[src/rtl/arc4_phase_sched.sv]
// arc4_phase_sched
//
// Runs the three ARC4 phases (S-array init, KSA, PRGA) in order for each
// accepted start request. Each phase is started through the sub-block's
// rdy/en handshake. The scheduler also owns the single S memory port and
// grants it to one phase at a time.
//
// Ports
//   clk, rst                     clock, asynchronous active-high reset
//   en / rdy                     start request / idle flag (en sampled when rdy=1)
//   key                          key, latched when en is accepted
//   done                         one-cycle pulse after PRGA completes
//   phase                        0 idle, 1 init, 2 ksa, 3 prga
//   init_en, ksa_en, prga_en     one-cycle start pulses to the sub-blocks
//   init_rdy, ksa_rdy, prga_rdy  sub-block idle flags
//   ksa_key, prga_key            latched key
//   {init,ksa,prga}_addr/_wrdata/_wren   requester S memory signals
//   s_addr, s_wrdata, s_wren     S memory port (driven by the current owner)
//   s_rddata / s_rddata_out      S memory read data, passed to all requesters
module arc4_phase_sched #(
  parameter int ADDR_W = 8,
  parameter int DATA_W = 8,
  parameter int KEY_W  = 24
) (
  input  logic              clk,
  input  logic              rst,
  input  logic              en,
  output logic              rdy,
  input  logic [KEY_W-1:0]  key,
  output logic              done,
  output logic [1:0]        phase,
  output logic              init_en,
  output logic              ksa_en,
  output logic              prga_en,
  input  logic              init_rdy,
  input  logic              ksa_rdy,
  input  logic              prga_rdy,
  output logic [KEY_W-1:0]  ksa_key,
  output logic [KEY_W-1:0]  prga_key,
  input  logic [ADDR_W-1:0] init_addr,
  input  logic [ADDR_W-1:0] ksa_addr,
  input  logic [ADDR_W-1:0] prga_addr,
  input  logic [DATA_W-1:0] init_wrdata,
  input  logic [DATA_W-1:0] ksa_wrdata,
  input  logic [DATA_W-1:0] prga_wrdata,
  input  logic              init_wren,
  input  logic              ksa_wren,
  input  logic              prga_wren,
  output logic [ADDR_W-1:0] s_addr,
  output logic [DATA_W-1:0] s_wrdata,
  output logic              s_wren,
  input  logic [DATA_W-1:0] s_rddata,
  output logic [DATA_W-1:0] s_rddata_out
);

  typedef enum logic [2:0] {
    S_IDLE    = 3'd0,
    S_ST_INIT = 3'd1,
    S_WT_INIT = 3'd2,
    S_ST_KSA  = 3'd3,
    S_WT_KSA  = 3'd4,
    S_ST_PRGA = 3'd5,
    S_WT_PRGA = 3'd6
  } state_t;

  typedef enum logic [1:0] {
    OWN_NONE = 2'd0,
    OWN_INIT = 2'd1,
    OWN_KSA  = 2'd2,
    OWN_PRGA = 2'd3
  } owner_t;

  state_t            state_q, state_d;
  owner_t            owner_q, owner_d;
  logic [KEY_W-1:0]  key_q, key_d;
  logic              busy_seen_q, busy_seen_d;
  logic              done_q, done_d;

  // ---------------------------------------------------------------------
  // State register
  // ---------------------------------------------------------------------
  always_ff @(posedge clk or posedge rst) begin
    if (rst) begin
      state_q     <= S_IDLE;
      owner_q     <= OWN_NONE;
      key_q       <= '0;
      busy_seen_q <= 1'b0;
      done_q      <= 1'b0;
    end else begin
      state_q     <= state_d;
      owner_q     <= owner_d;
      key_q       <= key_d;
      busy_seen_q <= busy_seen_d;
      done_q      <= done_d;
    end
  end

  // ---------------------------------------------------------------------
  // Next-state logic
  // ---------------------------------------------------------------------
  // A WT_x state only exits once the sub-block has been seen busy and then
  // idle again; this keeps a sub-block that is slow to drop rdy after its
  // en pulse from being mistaken for an already finished one.
  always_comb begin
    state_d     = state_q;
    key_d       = key_q;
    busy_seen_d = busy_seen_q;
    done_d      = 1'b0;

    case (state_q)
      S_IDLE: begin
        if (en) begin
          key_d   = key;
          state_d = S_ST_INIT;
        end
      end
      S_ST_INIT: begin
        if (init_rdy) begin
          state_d     = S_WT_INIT;
          busy_seen_d = 1'b0;
        end
      end
      S_WT_INIT: begin
        if (busy_seen_q && init_rdy) begin
          state_d = S_ST_KSA;
        end else if (!init_rdy) begin
          busy_seen_d = 1'b1;
        end
      end
      S_ST_KSA: begin
        if (ksa_rdy) begin
          state_d     = S_WT_KSA;
          busy_seen_d = 1'b0;
        end
      end
      S_WT_KSA: begin
        if (busy_seen_q && ksa_rdy) begin
          state_d = S_ST_PRGA;
        end else if (!ksa_rdy) begin
          busy_seen_d = 1'b1;
        end
      end
      S_ST_PRGA: begin
        if (prga_rdy) begin
          state_d     = S_WT_PRGA;
          busy_seen_d = 1'b0;
        end
      end
      S_WT_PRGA: begin
        if (busy_seen_q && prga_rdy) begin
          state_d = S_IDLE;
          done_d  = 1'b1;
        end else if (!prga_rdy) begin
          busy_seen_d = 1'b1;
        end
      end
      default: begin
        state_d = S_IDLE;
      end
    endcase

    // Ownership is taken on entry to ST_x and kept through WT_x, so it is
    // derived from the state being entered.
    case (state_d)
      S_ST_INIT, S_WT_INIT: owner_d = OWN_INIT;
      S_ST_KSA,  S_WT_KSA:  owner_d = OWN_KSA;
      S_ST_PRGA, S_WT_PRGA: owner_d = OWN_PRGA;
      default:              owner_d = OWN_NONE;
    endcase
  end

  // ---------------------------------------------------------------------
  // Outputs
  // ---------------------------------------------------------------------
  always_comb begin
    rdy     = (state_q == S_IDLE);
    done    = done_q;
    init_en = (state_q == S_ST_INIT) && init_rdy;
    ksa_en  = (state_q == S_ST_KSA)  && ksa_rdy;
    prga_en = (state_q == S_ST_PRGA) && prga_rdy;

    case (state_q)
      S_ST_INIT, S_WT_INIT: phase = 2'd1;
      S_ST_KSA,  S_WT_KSA:  phase = 2'd2;
      S_ST_PRGA, S_WT_PRGA: phase = 2'd3;
      default:              phase = 2'd0;
    endcase

    ksa_key      = key_q;
    prga_key     = key_q;
    s_rddata_out = s_rddata;

    // Unregistered port mux: the owner's signals reach the memory in the
    // same cycle; every other requester is ignored.
    s_addr   = '0;
    s_wrdata = '0;
    s_wren   = 1'b0;
    case (owner_q)
      OWN_INIT: begin
        s_addr   = init_addr;
        s_wrdata = init_wrdata;
        s_wren   = init_wren;
      end
      OWN_KSA: begin
        s_addr   = ksa_addr;
        s_wrdata = ksa_wrdata;
        s_wren   = ksa_wren;
      end
      OWN_PRGA: begin
        s_addr   = prga_addr;
        s_wrdata = prga_wrdata;
        s_wren   = prga_wren;
      end
      default: begin
        s_addr   = '0;
        s_wrdata = '0;
        s_wren   = 1'b0;
      end
    endcase
  end

endmodule

[config.mk]
export PLATFORM = sky130hd
export DESIGN_NAME = arc4_phase_sched
export DESIGN_NICKNAME = d
export VERILOG_FILES = /design/src/rtl/arc4_phase_sched.sv
export SDC_FILE = /design/constraint.sdc
export NUM_CORES = 1
export LEC_CHECK = 0
export BUFFER_PORTS_ARGS = -buffer_cell sky130_fd_sc_hd__buf_2
export CORE_UTILIZATION = 43
export DETAILED_ROUTE_END_ITERATION = 8
export PLACE_DENSITY = 0.86
export SKIP_LAST_GASP = 1
export SLEW_MARGIN = 0
export SYNTH_ARGS = -nofsm -noshare
export SYNTH_HDL_FRONTEND = slang
export SYNTH_SLANG_ARGS = --single-unit
[constraint.sdc]
create_clock -name clk -period 8.15 [get_ports clk]
set_clock_uncertainty 0.2 [all_clocks]
set_input_delay 2.0375 -clock clk [delete_from_list [all_inputs] [get_ports clk]]
set_output_delay 2.0375 -clock clk [all_outputs]
set_load 0.05 [all_outputs]
==> run_results.csv, run 1 <==
group,metric,value,unit
status,outcome,"finished clean",
placed_design,globalplace.congestion,0.8385,
yosys,syn-instance-count,199,
global_routing,gr-usage-met2,0.3427,
setup_path,crit_path_cell_trace,"buf_2 -> mux2_2 -> a22o_1 -> buf_2",
yosys,netlist_area,0.002157,mm2
floorplan,initial_core_util,0.4507,
clock_network,cts_setup_buffers,0,
setup_path,path_buf_inv,2,
setup_path,slowest_stage,"mux2_2",
sta,drv_slew,0,
clock_network,clk_pin_slew,0.06,ns
clock_network,cts_tree,"built",
yosys,ys_ff_latch,31,
sta,fin_crit_sh,0.6236,
sta,fin_crit,5.082,ns
drt,drt_pass1_iterations,4,
clock_network,cts.sinks,31,
floorplan,ios,169,
placed_design,portBuffers,152,
yosys,yosys-top-cells-area,"dfrtp_1 36%, mux2_2 21%, buf_4 12%",
floorplan,rows,25,
setup_path,crit_top_cell,"buf_2",
floorplan,dieArea,0.005303,mm2
sta,worst_pin_slew,1.090,ns
setup_path,cp-end-kind,"primary output",
setup_path,crit_type,"input port to primary output",
layout,syn_to_final_growth,29.18,%
clock_network,cts_buffers,5,
hold_path,hp-start,"ksa_key[4]",
global_routing,grt_start_max_net_pins,32,
global_routing,grt_use_total,0.1904,
setup_path,slowest_delay,0.25,ns
yosys,yosysTopAreaCell,"dfrtp_1",
setup_path,start_kind,"input port",
drt,vias_per_cell,4.966,
job,maxCapViolations,0,
placed_design,hpwl,4172,um
drt,drtAntennaViolNets,0,
placed_design,place_area,0.002699,mm2
sta,tns,0,ns
setup_path,cp_top_family,"buffers and inverters",
global_routing,busiest_layer,"met2",
global_routing,antenna_found_initial,0,
setup_path,reg2reg_from,"state_q[1]",
global_routing,met3_usage,0.05801,
sta,max-slew-margin-rel,0.2718,
setup_path,cp.depth,4,
floorplan,die_h,72.83,um
drt,vias,1902,
layout,antenna_cells,0,
setup_path,required,5.91,ns
setup_path,worstRegToRegCells,9,
global_routing,grt_pass1_vias,1652,
clock_network,clk_latency,0.27,ns
yosys,ys_seq_area_frac,0.3596,
clock_network,cts_hold_buf,0,
sta,hold_violations,0,
global_routing,met1_usage,0.2135,
setup_path,critPathArrivalTime,2.84,ns
sta,fmax,196.8,MHz
layout,final_cell_area,0.002786,mm2
drt,route.detailed.wl_per_inst,13.79,um
global_routing,grt-ovfl-total,0,
sta,setup_viol,0,
clock_network,cts-resized-gates,0,
layout,layout.nets,414,
clock_network,htreeDepth,2,
clock_network,cts_buffer_depth,2,
yosys,synth_warnings,0,
drt,first_iter_violations,40,
clock_network,cts_root_buf,"clkbuf_8",
yosys,synthesis.nets,297,
drt,finalWirelength,5282,um
floorplan,core_area,0.004786,mm2
global_routing,grt_pass1_wl,7707,um
layout,drive_gt1_frac,0.6456,
hold_path,hp-class,"flop to flop",
layout,mostFrequentLayoutCells,"152 x buf_2, 40 x mux2_2, 31 x dfrtp_1, 17 x a22o_1, 9 x ha_1",
sta,rsz0062_at_grt,"false",
yosys,yosysTopAreaCellShare,0.3596,
yosys,synthDistinctLibCells,33,
hold_path,hold_depth,1,
layout,layout_commonest_cell,"buf_2",
setup_path,startpoint,"init_wrdata[3]",
floorplan,die_w,72.83,um
yosys,postSynthAreaPerCell,10.84,um2
drt,drc_errors,0,
setup_path,worst-path-max-fanout,1,
## layer usage
layer / routed length, um / part of all wire
met1: 2033 / 0.38
met2: 2745 / 0.52
met3: 412 / 0.078
met4: 90 / 0.017
met5: 0 / 0
## cell usage after synthesis, drive strengths merged
master  number
a21boi       1
a21o         1
a21oi        7
a22o        17
a31oi        1
a32oi        1
a41oi        1
and2         2
and2b        2
and3         2
buf         41
clkbuf       2
dfrtp       31
ha           9
inv          5
mux2        43
nand2        4
nand2b       6
nand3        1
nand4        1
nor2         5
nor2b        1
nor3         4
o211ai       1
o21a         2
o21ai        6
o21bai       1
or3          1
## flip-flops by register name, summed over array words and instances, names as in the netlist
signal       cells
ksa_key         24
state_q          3
owner_q          2
busy_seen_q      1
done             1
## area by class of cell
cell class | instances | area, um2
fillers | 440 | 1999
multi-input cells | 120 | 1052
flip-flops and latches | 31 | 775.7
repair buffers | 153 | 768.2
well taps | 67 | 83.83
clock buffers | 6 | 82.58
inverters | 5 | 18.77
clock inverters | 1 | 5.005
## kinds of logic (layout without fill, tap and decap cells)
logic type,Yosys count,in the layout,share of synthesized area
flops,31,31,0.3596
mux,43,43,0.2262
simple gates,29,29,0.07309
compound gates,39,39,0.1363
fa+ha+maj,9,9,0.05221
buf+inv,48,165,0.1525
## metrics by stage
stage                       util  cells  hold WS [ns]  setup slack [ns]
after global placement    0.5639    376        0.2982             3.076
final                     0.5822    383        0.3114             3.068
after detailed placement  0.5639    376        0.3088             3.067
after global routing      0.5822    383        0.3457             3.048
after CTS                 0.5822    383        0.3236             3.065
after floorplan                -    199        0.3455             3.229
## worst paths after layout
path                                     to  slack, ns
worst max-delay path            s_wrdata[3]       3.07
worst min-delay path             ksa_key[4]       0.31
worst max register to register   owner_q[1]       5.09
worst min register to register   ksa_key[4]       0.31
max in group asynchronous       ksa_key[12]       5.83
min in group asynchronous       busy_seen_q       1.64
Power of run 1 is left out: the tool's default activity adds up to more than one toggle a clock period on the data nets, which glitch-free logic cannot reach.
==> inputs of run 2 (changes only) <==
--- a/config.mk
+++ b/config.mk
@@ -6,9 +6,9 @@
 export NUM_CORES = 1
 export LEC_CHECK = 0
 export BUFFER_PORTS_ARGS = -buffer_cell sky130_fd_sc_hd__buf_2
-export CORE_UTILIZATION = 43
+export CORE_UTILIZATION = 40
 export DETAILED_ROUTE_END_ITERATION = 8
-export PLACE_DENSITY = 0.86
+export PLACE_DENSITY = 0.81
 export SKIP_LAST_GASP = 1
 export SLEW_MARGIN = 0
 export SYNTH_ARGS = -nofsm -noshare
==> constraint.sdc (replaced) <==
create_clock -name clk -period 4.9 [get_ports clk]
set_clock_uncertainty 0.2 [all_clocks]
set_input_delay 1.225 -clock clk [delete_from_list [all_inputs] [get_ports clk]]
set_output_delay 1.225 -clock clk [all_outputs]
set_load 0.05 [all_outputs]
==> run 2 against run 1 <==
- cell area grew 0.85%
- non-clock buffer count grew 1
- global-route usage shrank 1.9 points
- wire length shrank 3.2%
- flip-flop and latch count is the same
- critical path depth is the same
- sequential share of layout area shrank 0.24 points
- via count shrank 0.53%
- setup slack lost 1.7 ns
==> run_results.csv, run 2 (synthesized netlist as in run 1, its figures left out) <==
group,metric,value,unit
status,outcome,"finished clean",
drt,first_iter_violations,31,
clock_network,cts-resized-gates,0,
global_routing,grt_pass1_vias,1638,
sta,fmax,279.2,MHz
layout,layout_commonest_cell,"buf_2",
setup_path,crit_type,"flop to primary output",
setup_path,worst-path-max-fanout,18,
clock_network,cts_setup_buffers,0,
setup_path,slowest_delay,0.75,ns
drt,drt_pass1_iterations,4,
setup_path,cp_top_family,"flip-flops",
clock_network,cts_root_buf,"clkbuf_8",
clock_network,cts_hold_buf,0,
drt,vias,1892,
global_routing,grt_pass1_wl,7279,um
placed_design,globalplace.congestion,0.8717,
layout,mostFrequentLayoutCells,"152 x buf_2, 40 x mux2_2, 31 x dfrtp_1, 17 x a22o_1, 9 x ha_1",
drt,route.detailed.wl_per_inst,13.18,um
clock_network,htreeDepth,2,
setup_path,start_kind,"flop",
setup_path,slowest_stage,"dfrtp_1",
sta,worst_pin_slew,0.6445,ns
placed_design,hpwl,4138,um
placed_design,portBuffers,152,
sta,tns,0,ns
floorplan,core_area,0.005140,mm2
setup_path,cp-end-kind,"primary output",
floorplan,ios,169,
global_routing,antenna_found_initial,0,
sta,setup_viol,0,
layout,syn_to_final_growth,30.28,%
sta,fin_crit_sh,0.7310,
layout,drive_gt1_frac,0.6447,
floorplan,rows,26,
clock_network,clk_pin_slew,0.06,ns
clock_network,cts.sinks,31,
setup_path,crit_path_cell_trace,"nor2b_1 -> buf_4 -> a22o_1 -> buf_2",
sta,rsz0062_at_grt,"false",
setup_path,critPathArrivalTime,2.16,ns
setup_path,path_buf_inv,2,
drt,finalWirelength,5115,um
floorplan,die_w,75.44,um
sta,fin_crit,3.582,ns
clock_network,cts_buffer_depth,2,
hold_path,hp-class,"flop to flop",
drt,drc_errors,0,
layout,antenna_cells,0,
floorplan,die_h,75.44,um
drt,drtAntennaViolNets,0,
clock_network,cts_buffers,5,
clock_network,clk_latency,0.26,ns
layout,layout.nets,415,
global_routing,grt_start_max_net_pins,32,
layout,largest_reg_flops,24,
global_routing,grt-ovfl-total,0,
sta,max-slew-margin-rel,0.5703,
clock_network,cts_tree,"built",
floorplan,initial_core_util,0.4197,
sta,drv_slew,0,
floorplan,dieArea,0.005690,mm2
drt,vias_per_cell,4.876,
setup_path,required,3.47,ns
sta,hold_violations,0,
job,maxCapViolations,0,
global_routing,grt_use_total,0.1716,
-- run 2: cell count changes in the layout (fill, tap and decap cells not counted) --
cell and change:
buf_4 +1, clkbuf_1 +1, clkbuf_8 +1, clkinv_2 -1
-- run 2: cell type report --
cell class                      instances  area (um2)
Timing Repair Buffer                  154       775.7
Multi-Input combinational cell        120        1052
Tap cell                               70       87.58
Clock buffer                            8       100.1
Sequential cell                        31       775.7
Fill cell                             478        2330
Inverter                                5       18.77
-- run 2: layer usage --
metal	routed length (um)	global-route usage	vias to the layer above
met5	0	0	-
met4	27	0.03704	0
met3	369	0.03704	2
met2	2818	0.3442	89
met1	1900	0.1813	894
li1	-	-	907
-- run 2: path summary, 6_finish.rpt --
path,startpoint,to,slack [ns],cells after the start
min,ksa_key[0],ksa_key[0],0.32,1
min reg2reg,ksa_key[0],ksa_key[0],0.32,1
max,owner_q[1],s_wrdata[5],1.32,4
max reg2reg,state_q[1],owner_q[1],1.86,9
min in group asynchronous,rst,ksa_key[18],0.82,3
max in group asynchronous,rst,done,3.40,3
-- run 2: worst register-to-register path, cell delays in order (launching register included) --
cell and delay, ns:
dfrtp_1 0.51, inv_1 0.11, ha_1 0.30, and2b_1 0.22, nand2_2 0.42, nand2_1 0.14, a21o_1 0.23, ha_1 0.20
or3_1 0.34, mux2_4 0.26
-- run 2: metrics by stage --
step | setup slack [ns] | std cells | utilization | instance area [um2] | hold WS (ns)
final | 1.318 | 388 | 0.5467 | 2810 | 0.3227
after global placement | 1.433 | 380 | 0.5273 | 2710 | 0.3013
after CTS | 1.267 | 388 | 0.5467 | 2810 | 0.3269
after global routing | 1.126 | 388 | 0.5467 | 2810 | 0.3377
after detailed placement | 1.429 | 380 | 0.5273 | 2710 | 0.3100
after floorplan | 1.514 | 199 | - | 2157 | 0.3455
Power of run 2 is left out for the same reason.
==> inputs of run 3 (changes only) <==
--- a/config.mk
+++ b/config.mk
@@ -6,9 +6,9 @@
 export NUM_CORES = 1
 export LEC_CHECK = 0
 export BUFFER_PORTS_ARGS = -buffer_cell sky130_fd_sc_hd__buf_2
-export CORE_UTILIZATION = 40
+export CORE_UTILIZATION = 36
 export DETAILED_ROUTE_END_ITERATION = 8
-export PLACE_DENSITY = 0.81
+export PLACE_DENSITY = 0.77
 export SKIP_LAST_GASP = 1
 export SLEW_MARGIN = 0
 export SYNTH_ARGS = -nofsm -noshare
==> constraint.sdc (replaced) <==
create_clock -name clk -period 2.9 [get_ports clk]
set_clock_uncertainty 0.2 [all_clocks]
set_input_delay 0.725 -clock clk [delete_from_list [all_inputs] [get_ports clk]]
set_output_delay 0.725 -clock clk [all_outputs]
set_load 0.05 [all_outputs]
==> run 3 against run 2 <==
- worst hold slack worse by 0.0079 ns
- via count is 0.42% lower
- first-iteration DRC count is 6.5% higher
- critical endpoint is now owner_q[1]
- die area is 11% higher
- core utilization is 4.6 points lower
- non-clock buffer count is 3 higher
- count of clock-buffer cells in the layout is 2 lower
- sequential share of layout area is 0.11 points lower
- register-to-register slack worse by 1.7 ns
- flip-flop and latch count stayed put
- wire length is 8.8% higher
==> run_results.csv, run 3 (synthesized netlist as in run 1, its figures left out) <==
group,metric,value,unit
setup_path,crit_top_cell,"a21oi_1",
global_routing,grt_use_total,0.1764,
clock_network,cts_root_buf,"clkbuf_8",
hold_path,hp-class,"input port to asynchronous set/reset pin",
floorplan,dieArea,0.006305,mm2
placed_design,globalplace.congestion,0.8527,
status,outcome,"finished clean",
layout,drive_gt1_frac,0.6573,
sta,hold_violations,0,
floorplan,die_w,79.41,um
layout,mostFrequentLayoutCells,"152 x buf_2, 40 x mux2_2, 30 x dfrtp_1, 17 x a22o_1",
setup_path,slowest_delay,0.43,ns
setup_path,cp_top_family,"compound AO/OA/AOI/OAI gates",
sta,worst_pin_slew,0.4601,ns
floorplan,ios,169,
drt,drtAntennaViolNets,0,
layout,largest_reg_flops,24,
setup_path,worst-path-max-fanout,8,
drt,route.detailed.wl_per_inst,14.16,um
clock_network,cts.sinks,31,
placed_design,portBuffers,152,
floorplan,die_h,79.41,um
sta,fin_crit_sh,0.9377,
layout,layout_commonest_cell,"buf_2",
drt,vias_per_cell,4.794,
setup_path,required,2.86,ns
clock_network,clk_pin_slew,0.07,ns
global_routing,grt_start_max_net_pins,32,
clock_network,cts_tree,"built",
drt,finalWirelength,5563,um
setup_path,path_buf_inv,1,
sta,rsz0062_at_grt,"false",
global_routing,grt-ovfl-total,0,
drt,drc_errors,0,
placed_design,place_area,0.002735,mm2
sta,drv_slew,0,
global_routing,grt_pass1_wl,8376,um
global_routing,grt_pass1_vias,1714,
floorplan,initial_core_util,0.3823,
job,maxCapViolations,0,
clock_network,htreeDepth,2,
sta,fin_crit,2.719,ns
clock_network,cts_setup_buffers,0,
setup_path,critPathArrivalTime,2.68,ns
floorplan,core_area,0.005642,mm2
clock_network,cts_buffers,5,
floorplan,rows,27,
setup_path,start_kind,"flop",
layout,syn_to_final_growth,31.03,%
sta,tns,0,ns
sta,fmax,367.8,MHz
setup_path,crit_type,"flop to flop",
layout,layout.nets,418,
drt,first_iter_violations,33,
placed_design,hpwl,4447,um
layout,final_cell_area,0.002826,mm2
drt,vias,1884,
drt,drt_pass1_iterations,4,
setup_path,cp-end-kind,"flop",
global_routing,antenna_found_initial,0,
sta,setup_viol,0,
setup_path,slowest_stage,"dfrtp_1",
setup_path,crit_path_cell_trace,"inv_1 -> ha_2 -> a21boi_0 -> o21ai_0 -> a21oi_1 -> a21oi_1 -> ha_1 -> or3_1 -> mux2_4",
clock_network,clk_latency,0.27,ns
sta,max-slew-margin-rel,0.6933,
clock_network,cts_buffer_depth,2,
layout,antenna_cells,0,
==> run 3: worst register-to-register path: stages (launching register included) <==
cell	delay, ns
dfrtp_1	0.43
inv_1	0.15
ha_2	0.27
a21boi_0	0.30
o21ai_0	0.12
a21oi_1	0.22
a21oi_1	0.09
ha_1	0.20
or3_1	0.36
mux2_4	0.26
==> run 3: final timing paths <==
check | start | depth (start not counted) | slack (ns) | to
setup / recovery | state_q[0] | 9 | 0.18 | owner_q[1]
hold / removal | rst | 3 | 0.31 | ksa_key[10]
setup reg to reg | state_q[0] | 9 | 0.18 | owner_q[1]
hold reg to reg | ksa_key[11] | 1 | 0.32 | ksa_key[11]
max in group asynchronous | rst | 3 | 1.87 | state_q[1]
min in group clk | ksa_key[11] | 1 | 0.32 | ksa_key[11]
==> run 3: area by class of cell <==
class / instances / area, um2
sequential: 31 / 777.0
clock inverter: 2 / 12.51
inverter: 5 / 18.77
tap: 72 / 90.09
timing repair buffer: 157 / 798.3
fill: 534 / 2815
clock buffer: 6 / 72.57
multi-input combinational: 120 / 1057
==> run 3: timing repair <==
item                                    4_1_cts  5_1_grt
hold buffers                                  0        0
endpoints found under the setup margin        0        1
resized for setup                             0        4
==> run 3: metrics by stage <==
step             util  worst slack (ns)  hold slack [ns]  instances
2_1_floorplan       -           0.01380           0.3455        199
5_1_grt        0.5010          0.002622           0.3463        393
3_5_place_dp   0.4848            0.1666           0.3101        385
3_3_place_gp   0.4848            0.2531           0.3022        385
6_report       0.5010            0.1808           0.3148        393
4_1_cts        0.4999            0.1391           0.3232        393
==> run 3: per-layer routing <==
| layer | vias up | routed length (um) | track usage |
|---|---|---|---|
| met5 | - | 0 | 0 |
| met4 | 0 | 27 | 0.04364 |
| met3 | 2 | 445 | 0.05143 |
| met2 | 91 | 3114 | 0.3388 |
| met1 | 877 | 1975 | 0.1859 |
| li1 | 914 | - | - |
Power of run 3 is left out for the same reason.
